--- config.mk ---
export PLATFORM = sky130hd
export DESIGN_NAME = conv_mac_int4_int16
export DESIGN_NICKNAME = d
export VERILOG_FILES = /design/src/rtl/conv_mac_int4_int16.sv
export SDC_FILE = /design/constraint.sdc
export NUM_CORES = 1
export LEC_CHECK = 0
export BUFFER_PORTS_ARGS = -buffer_cell sky130_fd_sc_hd__buf_4
export CAP_MARGIN = 40
export CORE_UTILIZATION = 58
export DETAILED_ROUTE_END_ITERATION = 8
export PLACE_DENSITY = 0.81
export SLEW_MARGIN = 20
export SYNTH_ARGS = -nofsm -noshare
export SYNTH_HDL_FRONTEND = slang
export SYNTH_SLANG_ARGS = --single-unit
--- constraint.sdc ---
create_clock -name clk -period 14.65 [get_ports clk]
set_input_delay 2.1975 -clock clk [delete_from_list [all_inputs] [get_ports clk]]
set_output_delay 2.1975 -clock clk [all_outputs]
set_load 0.02 [all_outputs]
--- src/rtl/conv_mac_int4_int16.sv ---
// rtl/conv_mac_int4_int16.sv - int4 x int4 multiply-accumulate over ACC_LEN beats plus int16 bias.
// Define CONV_MAC_ACC_SAT_EN for per-step int16 saturating accumulation (default wraps).
module conv_mac_int4_int16 #(
  parameter int ACC_LEN = 9,
  parameter int CNT_W   = 8
) (
  input  logic        clk,
  input  logic        rst,
  input  logic        in_valid,
  input  logic [3:0]  data_in,
  input  logic [3:0]  weight_in,
  input  logic [15:0] bias_in,
  input  logic        flush,
  output logic [15:0] acc_out,
  output logic        out_valid,
  output logic        busy
);

  localparam logic [0:0] S_IDLE = 1'b0;
  localparam logic [0:0] S_ACC  = 1'b1;
  localparam logic [CNT_W:0] LP_ACC_LEN = (CNT_W+1)'(ACC_LEN);

  logic [0:0]       r_state;
  logic [CNT_W-1:0] r_cnt;
  logic [15:0]      r_acc;
  logic [15:0]      r_acc_out;
  logic             r_out_valid;

  logic [7:0]       w_data_ext;
  logic [7:0]       w_weight_ext;
  logic [7:0]       w_prod;
  logic [15:0]      w_prod16;
  logic [15:0]      w_base;
  logic [15:0]      w_sum;
  logic [CNT_W:0]   w_cnt_inc;
  logic             w_beat;
  logic             w_last;

  // The low 8 bits of the sign-extended product are exact: |a*b| <= 64 fits int8.
  assign w_data_ext   = {{4{data_in[3]}}, data_in};
  assign w_weight_ext = {{4{weight_in[3]}}, weight_in};
  assign w_prod       = w_data_ext * w_weight_ext;
  assign w_prod16     = {{8{w_prod[7]}}, w_prod};

  assign w_base = (r_state == S_IDLE) ? bias_in : r_acc;

`ifdef CONV_MAC_ACC_SAT_EN
  logic [16:0] w_sum17;
  assign w_sum17 = {w_base[15], w_base} + {w_prod16[15], w_prod16};
  always_comb begin
    w_sum = w_sum17[15:0];
    if (w_sum17[16] != w_sum17[15]) begin
      w_sum = w_sum17[16] ? 16'h8000 : 16'h7FFF;
    end
  end
`else
  assign w_sum = w_base + w_prod16;
`endif

  assign w_beat    = in_valid && !flush;
  assign w_cnt_inc = (r_state == S_IDLE) ? {{CNT_W{1'b0}}, 1'b1} : ({1'b0, r_cnt} + 1'b1);
  assign w_last    = w_beat && (w_cnt_inc == LP_ACC_LEN);

  always_ff @(posedge clk) begin
    if (rst) begin
      r_state     <= S_IDLE;
      r_cnt       <= '0;
      r_acc       <= '0;
      r_acc_out   <= '0;
      r_out_valid <= 1'b0;
    end else begin
      r_out_valid <= 1'b0;
      if (flush) begin
        r_state <= S_IDLE;
        r_cnt   <= '0;
        r_acc   <= '0;
      end else if (w_beat) begin
        if (w_last) begin
          r_acc_out   <= w_sum;
          r_out_valid <= 1'b1;
          r_state     <= S_IDLE;
          r_cnt       <= '0;
          r_acc       <= '0;
        end else begin
          r_acc   <= w_sum;
          r_cnt   <= w_cnt_inc[CNT_W-1:0];
          r_state <= S_ACC;
        end
      end
    end
  end

  assign acc_out   = r_acc_out;
  assign out_valid = r_out_valid;
  assign busy      = (r_state == S_ACC);

endmodule
Word level (Yosys, flattened, before mapping)
Cells that the tools add are included.
{ "word_totals": {"reg_bits": 42, "output_inout_bits": 18, "elab_cells": 23} }
{ "op_classes": {"add_sub_neg": 2, "multipliers": 1, "n_eq_ne": 1, "mux": 6, "bitwise_logic": 2, "n_reduce_logical": 6} }
{ "ops": {"columns": ["operator", "count"], "rows": [
  ["$mux 16", 2],
  ["$add 16x16->16", 1],
  ["$add 8x1->9 const B", 1],
  ["$eq 9x4->1 const B", 1],
  ["$mux 9", 1],
  ["$mul 4x4->8", 1],
  ["$mux 8", 1],
  ["$reduce_and 3->1", 1],
  ["$reduce_or 3->1", 1],
  ["$logic_and 1x1->1", 2],
  ["$mux 1", 2],
  ["$not 1->1", 2],
  ["$reduce_or 2->1", 1],
  ["$logic_not 1->1", 1]
]} }

Depth between registers and ports, before layout
Gate-level depths: netlist of the first run.
{ "depth": {"depth_word": 5, "ltp_mapped": 21, "depth_no_buf": 20} }

Worst setup path before layout of the first run
Ideal clock, no wire load.
{ "synth_path": {"kind": "in2reg", "from": "input port data_in[0]", "to": "register r_acc_out[15] (netlist: acc_out[15])", "setup_time_ns": 0.079, "arrival_ns": 7.273, "slack_ns": 7.298, "cell_stages": 20, "path_cell_list": "nand2b_1 fa_1 fa_1 inv_1 fa_1 ha_1 fa_1 a21o_1 a21oi_4 xnor2_4 dlygate4sd1_1 ha_1 buf_4 a21o_1 maj3_1 a21oi_1 nor2_1 a31oi_1 xnor2_1 a211oi_2"} }
{ "synth_between": {"elab_chain_len": 2} }
{ "synth_lines": {"columns": ["item", "line_no", "text"], "rows": [
  ["start: declaration", "10", "input logic [3:0] data_in,"],
  ["$mul 4x4->8", "42", "assign w_prod = w_data_ext * w_weight_ext;"],
  ["$add 16x16->16", "57", "assign w_sum = w_base + w_prod16;"],
  ["end signal: assignment", "79", "r_acc_out <= w_sum;"],
  ["end: declaration", "26", "logic [15:0] r_acc_out;"]
]} }
Every way passes these cells.
A chain may end at the register's enable or synchronous reset.

Final worst setup path of the first run
Ends and elaborated chain as after synthesis.

==> impl_results.md, run 1 <==
- Outcome: complete, no violations
- Critical path class: input pin to flip-flop
- Remaining antenna violation count: 0
- Pwr/cell area: 131.8 nW/um2
- Io pins: 46
- Max VDD drop: 81.24 uV
- Nets: 496
- Critical path's slowest cell: fa_1
- Routed WL: 7269 um
- Hold Startpoint: acc_out[11]
- Die width: a little under 80 um
- RSZ-0062 raised after global routing: no
- DP Cell Count: 496
- Slew Limit Fails: 0
- Via-to-Cell Ratio: 5.677
- Asr flop ratio synth: 0%
- FF-to-FF setup slack: 11.00 ns
- Yosys reg bits: 42
- Final setup viols: 0
- DRT iter0 DRCs: between 150 and 200
- Final Hold Viols: 0
- Worst hold slack: 0.4518 ns
- Min cycle time layout: approximately 7.0 ns
- DRT Pass-1 Iters: 4
- Postcts setup bufs: 0
- CP arrival: ~7 ns
- CP max stage delay: approximately 0.51 ns
- Total GRT Usage: 25.84%
- CP dominant cell by count: fa_1
- CTS Root Cell: clkbuf_8
- Core area: about 5500 um2
- CP Cell Sequence: buf_4 > nand2b_1 > fa_1 > fa_1 > inv_1 > fa_1 > ha_1 > fa_1 > a21o_1 > a21oi_4 > xnor2_4 > ha_1 > nor2_1 > o21ai_0 > o221ai_2 > o41ai_4 > a41o_1 > a31oi_1 > xnor2_1 > a211oi_2
- R2R depth: 11
- TNS Setup: 0 ns
- Worst skew pair latency: 0.30 ns
- Post_cts resized: 0
- Post-Syn Area: 3277 um2
- Syn. warnings: 0
- GR Overflow Total: 0
- CTS Hold Buffers Added: 0
- Post-Syn Instances: approximately 400
- Worst reg2reg startpoint: busy
- Largest net degree at the start of global routing: 28
- Vias in the first global route: 2814
- Layout cells sized above 1: about a fifth
- Total CTS buffers: 5
- Port-buffer cells: 45
- Lkg Pwr: 1.561 nW
- Clock Skews: ~0.011 ns
- CP Capture Type: flip-flop
- Critical path fanouts, max: 20
- Post-DP Area: 3633 um2
- Die area: roughly 6000 um2
- Die Ht: ~77 um
- Avg Cell Area, Syn: 8.296 um2
- Hold/Removal Path Class: flip-flop to flip-flop
- Worst Setup Start Kind: input pin
- Post-detail-place hpwl: about 5400 um
- Normalized max-slew margin: 56.79%
- # diodes: 0
- Max frequency: 0.1434 GHz
- Non-Filler Instances: roughly 510
- Initial Util: 59.88%
- Via count: 2867
- CTS tree: built
- Row count: 27
- Clock sinks: 42
- Antenna violations before repair: 0
- Sequential-to-total area share from yosys stat: 25.66%
- DR WL/cell: 14.39 um
- Period utilization: roughly 48%
- Area growth from synthesis to layout: 14.47%
- Gpl congestion: 0.8685
- Final instance area: roughly 3800 um2
- First-pass GRT wire length: 12500 um
- Hold Path Cell Cnt: 2
- H-tree Lvls: 2
- Max-cap violations: 0
- WP data required: between 10 and 15 ns
- Clock buffer depth: 2
- Reg2reg end: acc_out[15]
- Worst-margin pin slew: 0.6482 ns
- Hold Path Sink: acc_out[11]
- Syn nets: 459
- DRC: 0
- CTS clk-pin slew, worst paths: 0.08 ns
- Post-synth EDFFs: 0
- Yosys cell types: a little under 60
- Top_reg_cell synth: dfxtp_1
-- power by group --
part	internal, W	switching [W]	total (W)
combinational	0.000118	0.000162	0.000280
sequential	0.000119	0.00000300	0.000122
clock	0.0000509	0.0000415	0.0000924
-- cells in the mapped netlist, drive strengths merged, types with 2 or more instances --
cell / instances / area, um2
a211oi: 7 / 62.56
a21o: 4 / 30.03
a21oi: 37 / 196.4
a22oi: 7 / 52.55
a31oi: 3 / 18.77
and2: 10 / 65.06
and3: 4 / 30.03
buf: 4 / 37.53
clkbuf: 15 / 70.07
dfxtp: 42 / 840.8
fa: 10 / 200.2
ha: 26 / 325.3
inv: 13 / 48.80
mux2: 16 / 180.2
mux2i: 2 / 20.02
nand2: 63 / 239.0
nand2b: 3 / 18.77
nand3: 17 / 85.08
nand4: 2 / 12.51
nor2: 39 / 146.4
nor2b: 5 / 31.28
nor3: 8 / 40.04
o211ai: 2 / 15.01
o21a: 2 / 15.01
o21ai: 12 / 60.05
o311ai: 2 / 17.52
o41ai: 3 / 45.05
or2: 2 / 12.51
xnor2: 13 / 140.1
xor2: 8 / 70.07
-- layout by cell type (no fill, tap or decap), types with 7 or more instances in the layout --
cell     count
mux2_2      15
nand2_1     62
xor2_1       8
xnor2_1     11
dfxtp_1     42
nor2_1      39
and2_1       8
nand3_1     17
buf_4       48
a22oi_1      7
nor3_1       8
inv_1       13
o21ai_1      7
fa_1        10
a21oi_1     36
ha_1        26
-- flip-flops by register name (all words and copies together) (netlist names) --
name       cells
r_cnt          8
busy           1
r_acc         16
acc_out       16
out_valid      1
-- worst max-delay path by stage --
stage,startpoint,depth (start not counted),end,slack (ns)
3_3_place_gp,data_in[0],19,acc_out[15],7.48
2_1_floorplan,data_in[0],20,acc_out[15],7.30
3_5_place_dp,data_in[0],19,acc_out[15],7.36
5_1_grt,data_in[0],20,acc_out[15],7.43
6_report,data_in[0],20,acc_out[15],7.68
4_1_cts,data_in[0],19,acc_out[15],7.66
-- area by class of cell --
type | count | area (um2)
fill | 475 | 1722
clock inverter | 2 | 37.54
multi-input combinational | 320 | 2271
clock buffer | 6 | 72.57
sequential | 42 | 840.8
inverter | 13 | 48.80
tap | 72 | 90.09
timing repair buffer | 50 | 390.4
-- through the flow --
| stage | total power, W | util [%] | setup slack, ns |
|---|---|---|---|
| floorplan | 0.0003517 | - | 7.298 |
| global placement | 0.0003909 | 65.84 | 7.479 |
| detailed placement | 0.0003999 | 66.39 | 7.362 |
| CTS | 0.0004966 | 68.40 | 7.662 |
| global route | 0.0005320 | 68.54 | 7.432 |
| finish | 0.0004943 | 68.54 | 7.678 |
-- per-layer routing --
layer	wire, um	share of wire [%]	global-route usage [%]	vias to the layer above
met5	0	0	0	-
met2	3697	51	47.26	62
li1	-	-	-	1450
met4	80	1.1	9.057	0
met1	3231	44	30.49	1347
met3	258	3.5	3.452	8
-- logic make-up after synthesis --
kind of cell / after synthesis / synth area share (%)
DFF: 42 / 25.66
adders and majority gates: 37 / 16.34
xor gates and xnor gates: 22 / 7.140
and+or+nand+nor: 156 / 21.46
AOI/OAI and AO/OA: 87 / 18.25
muxes: 18 / 6.109
buffers and inverters: 33 / 5.040
-- critical path, delay by kind of cell --
kind	cells	cell delay [ns]
AOI/OAI and AO/OA	8	1.67
adders and majority gates	6	2.43
and+or+nand+nor	2	0.24
xor gates and xnor gates	2	0.46
buffers and inverters	2	0.17
(Power assumes the default switching activity.)
==> run 2: changes to the inputs <==
--- a/config.mk
+++ b/config.mk
@@ -5,11 +5,12 @@
 export SDC_FILE = /design/constraint.sdc
 export NUM_CORES = 1
 export LEC_CHECK = 0
+export ABC_AREA = 1
 export BUFFER_PORTS_ARGS = -buffer_cell sky130_fd_sc_hd__buf_4
 export CAP_MARGIN = 40
-export CORE_UTILIZATION = 58
+export CORE_UTILIZATION = 53
 export DETAILED_ROUTE_END_ITERATION = 8
-export PLACE_DENSITY = 0.81
+export PLACE_DENSITY = 0.77
 export SLEW_MARGIN = 20
 export SYNTH_ARGS = -nofsm -noshare
 export SYNTH_HDL_FRONTEND = slang
==> constraint.sdc (replaced) <==
create_clock -name clk -period 6.2 [get_ports clk]
set_input_delay 0.93 -clock clk [delete_from_list [all_inputs] [get_ports clk]]
set_output_delay 0.93 -clock clk [all_outputs]
set_load 0.02 [all_outputs]
==> impl_results.md, run 2 <==
- Post-detail-place hpwl: 6249 um (+15%)
- Outcome: complete, no violations
- Crit path max-delay family: adder cells
- Worst-margin pin slew: 0.8551 ns (+0.2069 ns)
- DRT iter0 DRCs: 158 (+3.9%)
- Asr flop ratio synth: 0% (unchanged)
- Most common cell after layout, fill and taps aside: nand2_1
- Vias in the first global route: 2962 (+5.3%)
- DR WL/cell: 12.63 um (-12%)
- Most frequent cells in the layout: 150 x nand2_1, 73 x inv_1, 46 x buf_4, 44 x nor2_1, 42 x dfxtp_1
- Io pins: 46 (unchanged)
- FF+latch area: 840.8 um2 (unchanged)
- Port-buffer cells: 45 (unchanged)
- Syn. warnings: 0 (unchanged)
- H-tree Lvls: 2 (unchanged)
- Slew Limit Fails: 0 (unchanged)
- Max VDD drop: 210.2 uV (+160%)
- Antenna violations before repair: 0 (unchanged)
- Lkg Pwr: 2.040 nW (+31%)
- Multi-input logic area: 2225 um2 (-2.0%)
- Via count: 3325 (+16%)
- Critical path fanouts, max: 7 (-65%)
- Critical path buffers and inverters: 5 (+3)
- Die area: 6789 um2 (+14%)
- Normalized max-slew margin: 42.93% (-14 points)
- Sequential-to-total area share from yosys stat: 24.54% (-1.1 points)
- Pwr/cell area: 263.8 nW/um2 (+100%)
- Syn nets: 586 (+28%)
- Post_cts resized: 0 (unchanged)
- Final worst slack: 0.6072 ns (-7.071 ns)
- Via-to-Cell Ratio: 5.212 (-8.2%)
- Post-Syn Area: 3426 um2 (+4.5%)
- Worst skew pair latency: 0.30 ns (about the same)
- CP Capture Type: flip-flop
- WP data required: 6.42 ns (-8.45 ns)
- DRC: 0 (unchanged)
- Largest net degree at the start of global routing: 33 (+18%)
- Max-cap violations: 0 (unchanged)
- Yosys cell types: 38 (-36%)
- First-pass GRT wire length: 13100 um (+4.9%)
- CTS Root Cell: clkbuf_8
- Fin util: 64.43% (-4.1 points)
- Post-DP Area: 3796 um2 (+4.5%)
- Core area: 6061 um2 (+11%)
- Min cycle time layout: 5.593 ns
- Top-count cell post-synth: nand2_1
- CTS tree: built
- Nets: 626 (+26%)
- CP max stage delay: 0.52 ns (about the same)
- Final instance area: 3905 um2 (+4.1%)
- Fillers: 565 (+19%)
- Die width: 82.40 um (+6.8%)
- Post-Syn Instances: 522 (+32%)
- Yosys reg bits: 42 (unchanged)
- Post-synth top area cell: dfxtp_1
- Hold/Removal Path Class: flip-flop to flip-flop
- Initial Util: 56.52% (-3.4 points)
- Avg Cell Area, Syn: 6.563 um2 (-21%)
- Total GRT Usage: 25.11% (-0.73 points)
- Final Hold Viols: 0 (unchanged)
- CP arrival: 5.81 ns (-1.38 ns)
- # diodes: 0 (unchanged)
- Max frequency: about 0.18 GHz
- Final setup viols: 0 (unchanged)
- Post-synth EDFFs: 0 (unchanged)
- Worst Setup Start Kind: input pin
- RSZ-0062 raised after global routing: no
- Commonest cells in the netlist: 150 x nand2_1, 73 x inv_1, 44 x nor2_1, 42 x dfxtp_1, 39 x a21oi_1
- Top_reg_cell synth: dfxtp_1
- Critical path's slowest cell: fa_1
- Share of the synthesized area in the top cell type: 24.54% (-1.1 points)
- Area growth from synthesis to layout: 13.99%
- Clock Skews: 0.005096 ns (-0.005698 ns)
- Layout cells sized above 1: 14.92% (-4.7 points)
- DRT Pass-1 Iters: 4 (unchanged)
- Tot Pwr: 0.001030 W (+110%)
- Clock buffer depth: 2 (unchanged)
- GR Overflow Total: 0 (unchanged)
- Total CTS buffers: 5 (unchanged)
- Routed WL: 8058 um (+11%)
- Postcts setup bufs: 0 (unchanged)
- Critical path class: input pin to flip-flop
- Dpl ws: 0.3286 ns (-7.033 ns)
- Main area contributors after synthesis: dfxtp_1 25%, nand2_1 16%, ha_1 9.5%, inv_1 8.0%, fa_1 5.8%
- Remaining antenna violation count: 0 (unchanged)
- CTS clk-pin slew, worst paths: 0.08 ns (about the same)
- Clock sinks: 42 (unchanged)
- CTS Hold Buffers Added: 0 (unchanged)
- Gpl congestion: 0.9296 (+7.0%)
- TNS Setup: 0 ns (unchanged)
- Period utilization: between 90% and 100%
- Die Ht: 82.40 um (+6.8%)
- Row count: 28 (+3.7%)
run 2: changes by cell type after synthesis, sizes merged, moves of 10 or more:
cell   before  now
inv        13   77
nor2       39   49
mux2       16    0
nand2      63  165
nand3      17   35
xnor2      13    3
run 2: metal layers:
metal / vias to the layer above / global-route usage, % / part of all wire, %
met2: 72 / 43.47 / 47
met1: 1500 / 31.20 / 46
met4: 0 / 8.947 / 2.5
met3: 20 / 4.176 / 4.6
met5: - / 0 / 0
li1: 1733 / - / -
run 2: cells by family (layout without fill, tap and decap cells):
kind of cell | count (synthesis) | count (layout) | share of synthesized area, %
mux | 1 | 1 | 0.2922
compound gates | 62 | 62 | 9.606
fa+ha+maj | 36 | 36 | 15.34
simple gates | 279 | 279 | 36.63
flops | 42 | 42 | 24.54
buf+inv | 90 | 131 | 10.52
xor+xnor | 12 | 12 | 3.068
run 2: through the flow:
step / hold WS [ns] / std cells
final: 0.4690 / 638
after global routing: 0.4832 / 638
after CTS: 0.4708 / 638
after detailed placement: 0.4582 / 630
after global placement: 0.4523 / 630
after floorplan: 0.4450 / 522
run 2: power breakdown:
part           internal, W  switching [W]
Clock             0.000119      0.0000971
Sequential        0.000279     0.00000481
Combinational     0.000196       0.000335
run 2: layout make-up:
cell class / instances / area share [%]
multi-input cells: 390 / 56.97
flip-flops and latches: 42 / 21.53
repair buffers: 46 / 8.843
inverters: 77 / 7.466
well taps: 75 / 2.403
clock buffers: 5 / 1.762
clock inverters: 3 / 1.025
run 2: worst min-delay path: stages, from the launching register on:
cell and delay, ns:
dfxtp_1 0.32, nand2_1 0.06, a21oi_1 0.05
run 2: worst paths after layout:
kind	startpoint	endpoint	slack [ns]	cells past startpoint
max	weight_in[3]	r_acc[13]	0.61	25
min	r_acc[15]	r_acc[15]	0.47	2
max reg2reg	busy	r_acc[12]	2.91	19
min reg2reg	r_acc[15]	r_acc[15]	0.47	2
==> run 3: changes to the inputs <==
--- a/config.mk
+++ b/config.mk
@@ -8,9 +8,11 @@
 export ABC_AREA = 1
 export BUFFER_PORTS_ARGS = -buffer_cell sky130_fd_sc_hd__buf_4
 export CAP_MARGIN = 40
-export CORE_UTILIZATION = 53
+export CORE_UTILIZATION = 54
+export CTS_BUF_LIST = sky130_fd_sc_hd__clkbuf_4 sky130_fd_sc_hd__clkbuf_8
 export DETAILED_ROUTE_END_ITERATION = 8
-export PLACE_DENSITY = 0.77
+export MAX_ROUTING_LAYER = met4
+export PLACE_DENSITY = 0.78
 export SLEW_MARGIN = 20
 export SYNTH_ARGS = -nofsm -noshare
 export SYNTH_HDL_FRONTEND = slang
==> impl_results.md, run 3 (synthesis gave the netlist of run 2 again) <==
- Max frequency: 0.1803 GHz (+0.86%)
- Post-detail-place hpwl: 6535 um (+4.6%)
- Core area: 6026 um2 (-0.58%)
- WP data required: 6.39 ns (-0.03 ns)
- Critical path class: input pin to flip-flop
- Gpl congestion: 0.9733 (+4.7%)
- Largest net degree at the start of global routing: 33 (unchanged)
- Vias in the first global route: 3171 (+7.1%)
- FF-to-FF setup slack: 2.84 ns (-0.07 ns)
- DRC: 0 (unchanged)
- CTS clk-pin slew, worst paths: 0.07 ns (about the same)
- CP arrival: 5.74 ns (-0.07 ns)
- Nets: 626 (unchanged)
- Clock buffer depth: 2 (unchanged)
- Total GRT Usage: 27.07% (+2.0 points)
- Post-DP Area: 3796 um2 (unchanged)
- Max-cap violations: 0 (unchanged)
- Pwr/cell area: 256.0 nW/um2 (-3.0%)
- Worst-margin pin slew: 0.8448 ns (-0.01028 ns)
- Layout cells sized above 1: 14.77% (-0.15 points)
- Worst hold slack: 0.4689 ns (-0.0001230 ns)
- Critical path fanouts, max: 7 (unchanged)
- Die area: 6667 um2 (-1.8%)
- Clock Skews: 0.007119 ns (+0.002023 ns)
- Io pins: 46 (unchanged)
- Worst reg2reg startpoint: busy
- Via count: 3398 (+2.2%)
- Antenna violations before repair: 0 (unchanged)
- TNS Setup: 0 ns (unchanged)
- Critical path's slowest cell: fa_1
- DR WL/cell: 13.20 um (+4.5%)
- CP startpoint: weight_in[3]
- CTS tree: built
- Port-buffer cells: 45 (unchanged)
- Post_cts resized: 0 (unchanged)
- R2R depth: 17 (-2)
- CTS Hold Buffers Added: 0 (unchanged)
- Reg2reg end: r_acc[10]
- DRT Pass-1 Iters: 5 (+1)
- Min cycle time layout: 5.545 ns (-0.04797 ns)
- Initial Util: 56.85% (+0.33 points)
- Most frequent cells in the layout: 150 x nand2_1, 73 x inv_1, 46 x buf_4, 44 x nor2_1, 42 x dfxtp_1
- CP max stage delay: 0.52 ns (about the same)
- Final instance area: 3875 um2 (-0.77%)
- Max VDD drop: 156.7 uV (-25%)
- Hold/Removal Path Class: flip-flop to flip-flop
- CP Capture Type: flip-flop
- Total CTS buffers: 5 (unchanged)
- Via-to-Cell Ratio: 5.334 (+2.4%)
- Slew Limit Fails: 0 (unchanged)
- Routed WL: 8409 um (+4.4%)
- Period utilization: 89.43% (-0.77 points)
- Normalized max-slew margin: 43.62% (+0.69 points)
- Final setup viols: 0 (unchanged)
- Outcome: complete, no violations
- # diodes: 0 (unchanged)
- CTS Root Cell: clkbuf_8
- Tot Pwr: 0.0009921 W (-3.7%)
- Worst Setup Start Kind: input pin
- CP dominant cell by count: nand2_1
- First-pass GRT wire length: 13580 um (+3.6%)
- Worst skew pair latency: 0.29 ns (about the same)
- Row count: 28 (unchanged)
- DRT iter0 DRCs: 176 (+11%)
- Postcts setup bufs: 0 (unchanged)
- Die width: 81.65 um (-0.90%)
- H-tree Lvls: 2 (unchanged)
- Remaining antenna violation count: 0 (unchanged)
- Final Hold Viols: 0 (unchanged)
- RSZ-0062 raised after global routing: no
- Clock sinks: 42 (unchanged)
- Crit path capture: acc_out[13]
- Most common cell after layout, fill and taps aside: nand2_1
- Area growth from synthesis to layout: 13.11%
- Lkg Pwr: 2.025 nW (-0.69%)
- Die Ht: 81.65 um (-0.90%)
- GR Overflow Total: 0 (unchanged)
[run 3: cell count changes in the layout (fill, tap and decap cells not counted), sizes merged]
cell    delta
bufinv     -1
[run 3: per-layer routing]
metal  wire length (um)  track usage [%]  up-vias
met5                  0                -        -
met1               3714            33.70     1549
met3                498            4.000        9
li1                   -                -     1734
met4                 81            5.789        0
met2               4115            46.42      106
[run 3: power breakdown]
| part | internal (W) | leakage, nW | switching (W) |
|---|---|---|---|
| registers | 0.000279 | 0.340 | 0.00000493 |
| clock network | 0.0000757 | 0.0438 | 0.0000925 |
| logic | 0.000197 | 1.64 | 0.000344 |
| total | 0.000551 | 2.03 | 0.000441 |
[run 3: per-stage QoR]
step                      utilization (%)  std cells  setup WS (ns)
after detailed placement            63.00        630         0.3631
after global placement              63.00        630         0.4518
after global routing                64.31        637         0.3347
after CTS                           64.31        637         0.6548
after floorplan                         -        522         0.9758
final                               64.31        637         0.6552
[run 3: worst min path at each step]
stage | from | end | slack [ns] | cells after the start
floorplan | r_acc[15] | r_acc[15] | 0.45 | 2
global placement | r_acc[11] | r_acc[11] | 0.45 | 2
detailed placement | r_acc[4] | r_acc[4] | 0.46 | 2
CTS | r_acc[4] | r_acc[4] | 0.47 | 2
global route | r_acc[0] | r_acc[0] | 0.49 | 2
finish | r_acc[4] | r_acc[4] | 0.47 | 2
[run 3: cell type report]
| cell class | count | area, um2 |
|---|---|---|
| Clock buffer | 5 | 68.82 |
| Clock inverter | 2 | 10.01 |
| Fill cell | 576 | 2151 |
| Inverter | 77 | 291.5 |
| Multi-Input combinational cell | 390 | 2225 |
| Sequential cell | 42 | 840.8 |
| Tap cell | 75 | 93.84 |
| Timing Repair Buffer | 46 | 345.3 |
[run 3: worst max-delay path, delay by kind of cell]
| kind | cells | cell delay, ns |
|---|---|---|
| fa+ha+maj | 6 | 2.54 |
| buf+inv | 6 | 0.45 |
| simple gates | 15 | 1.80 |
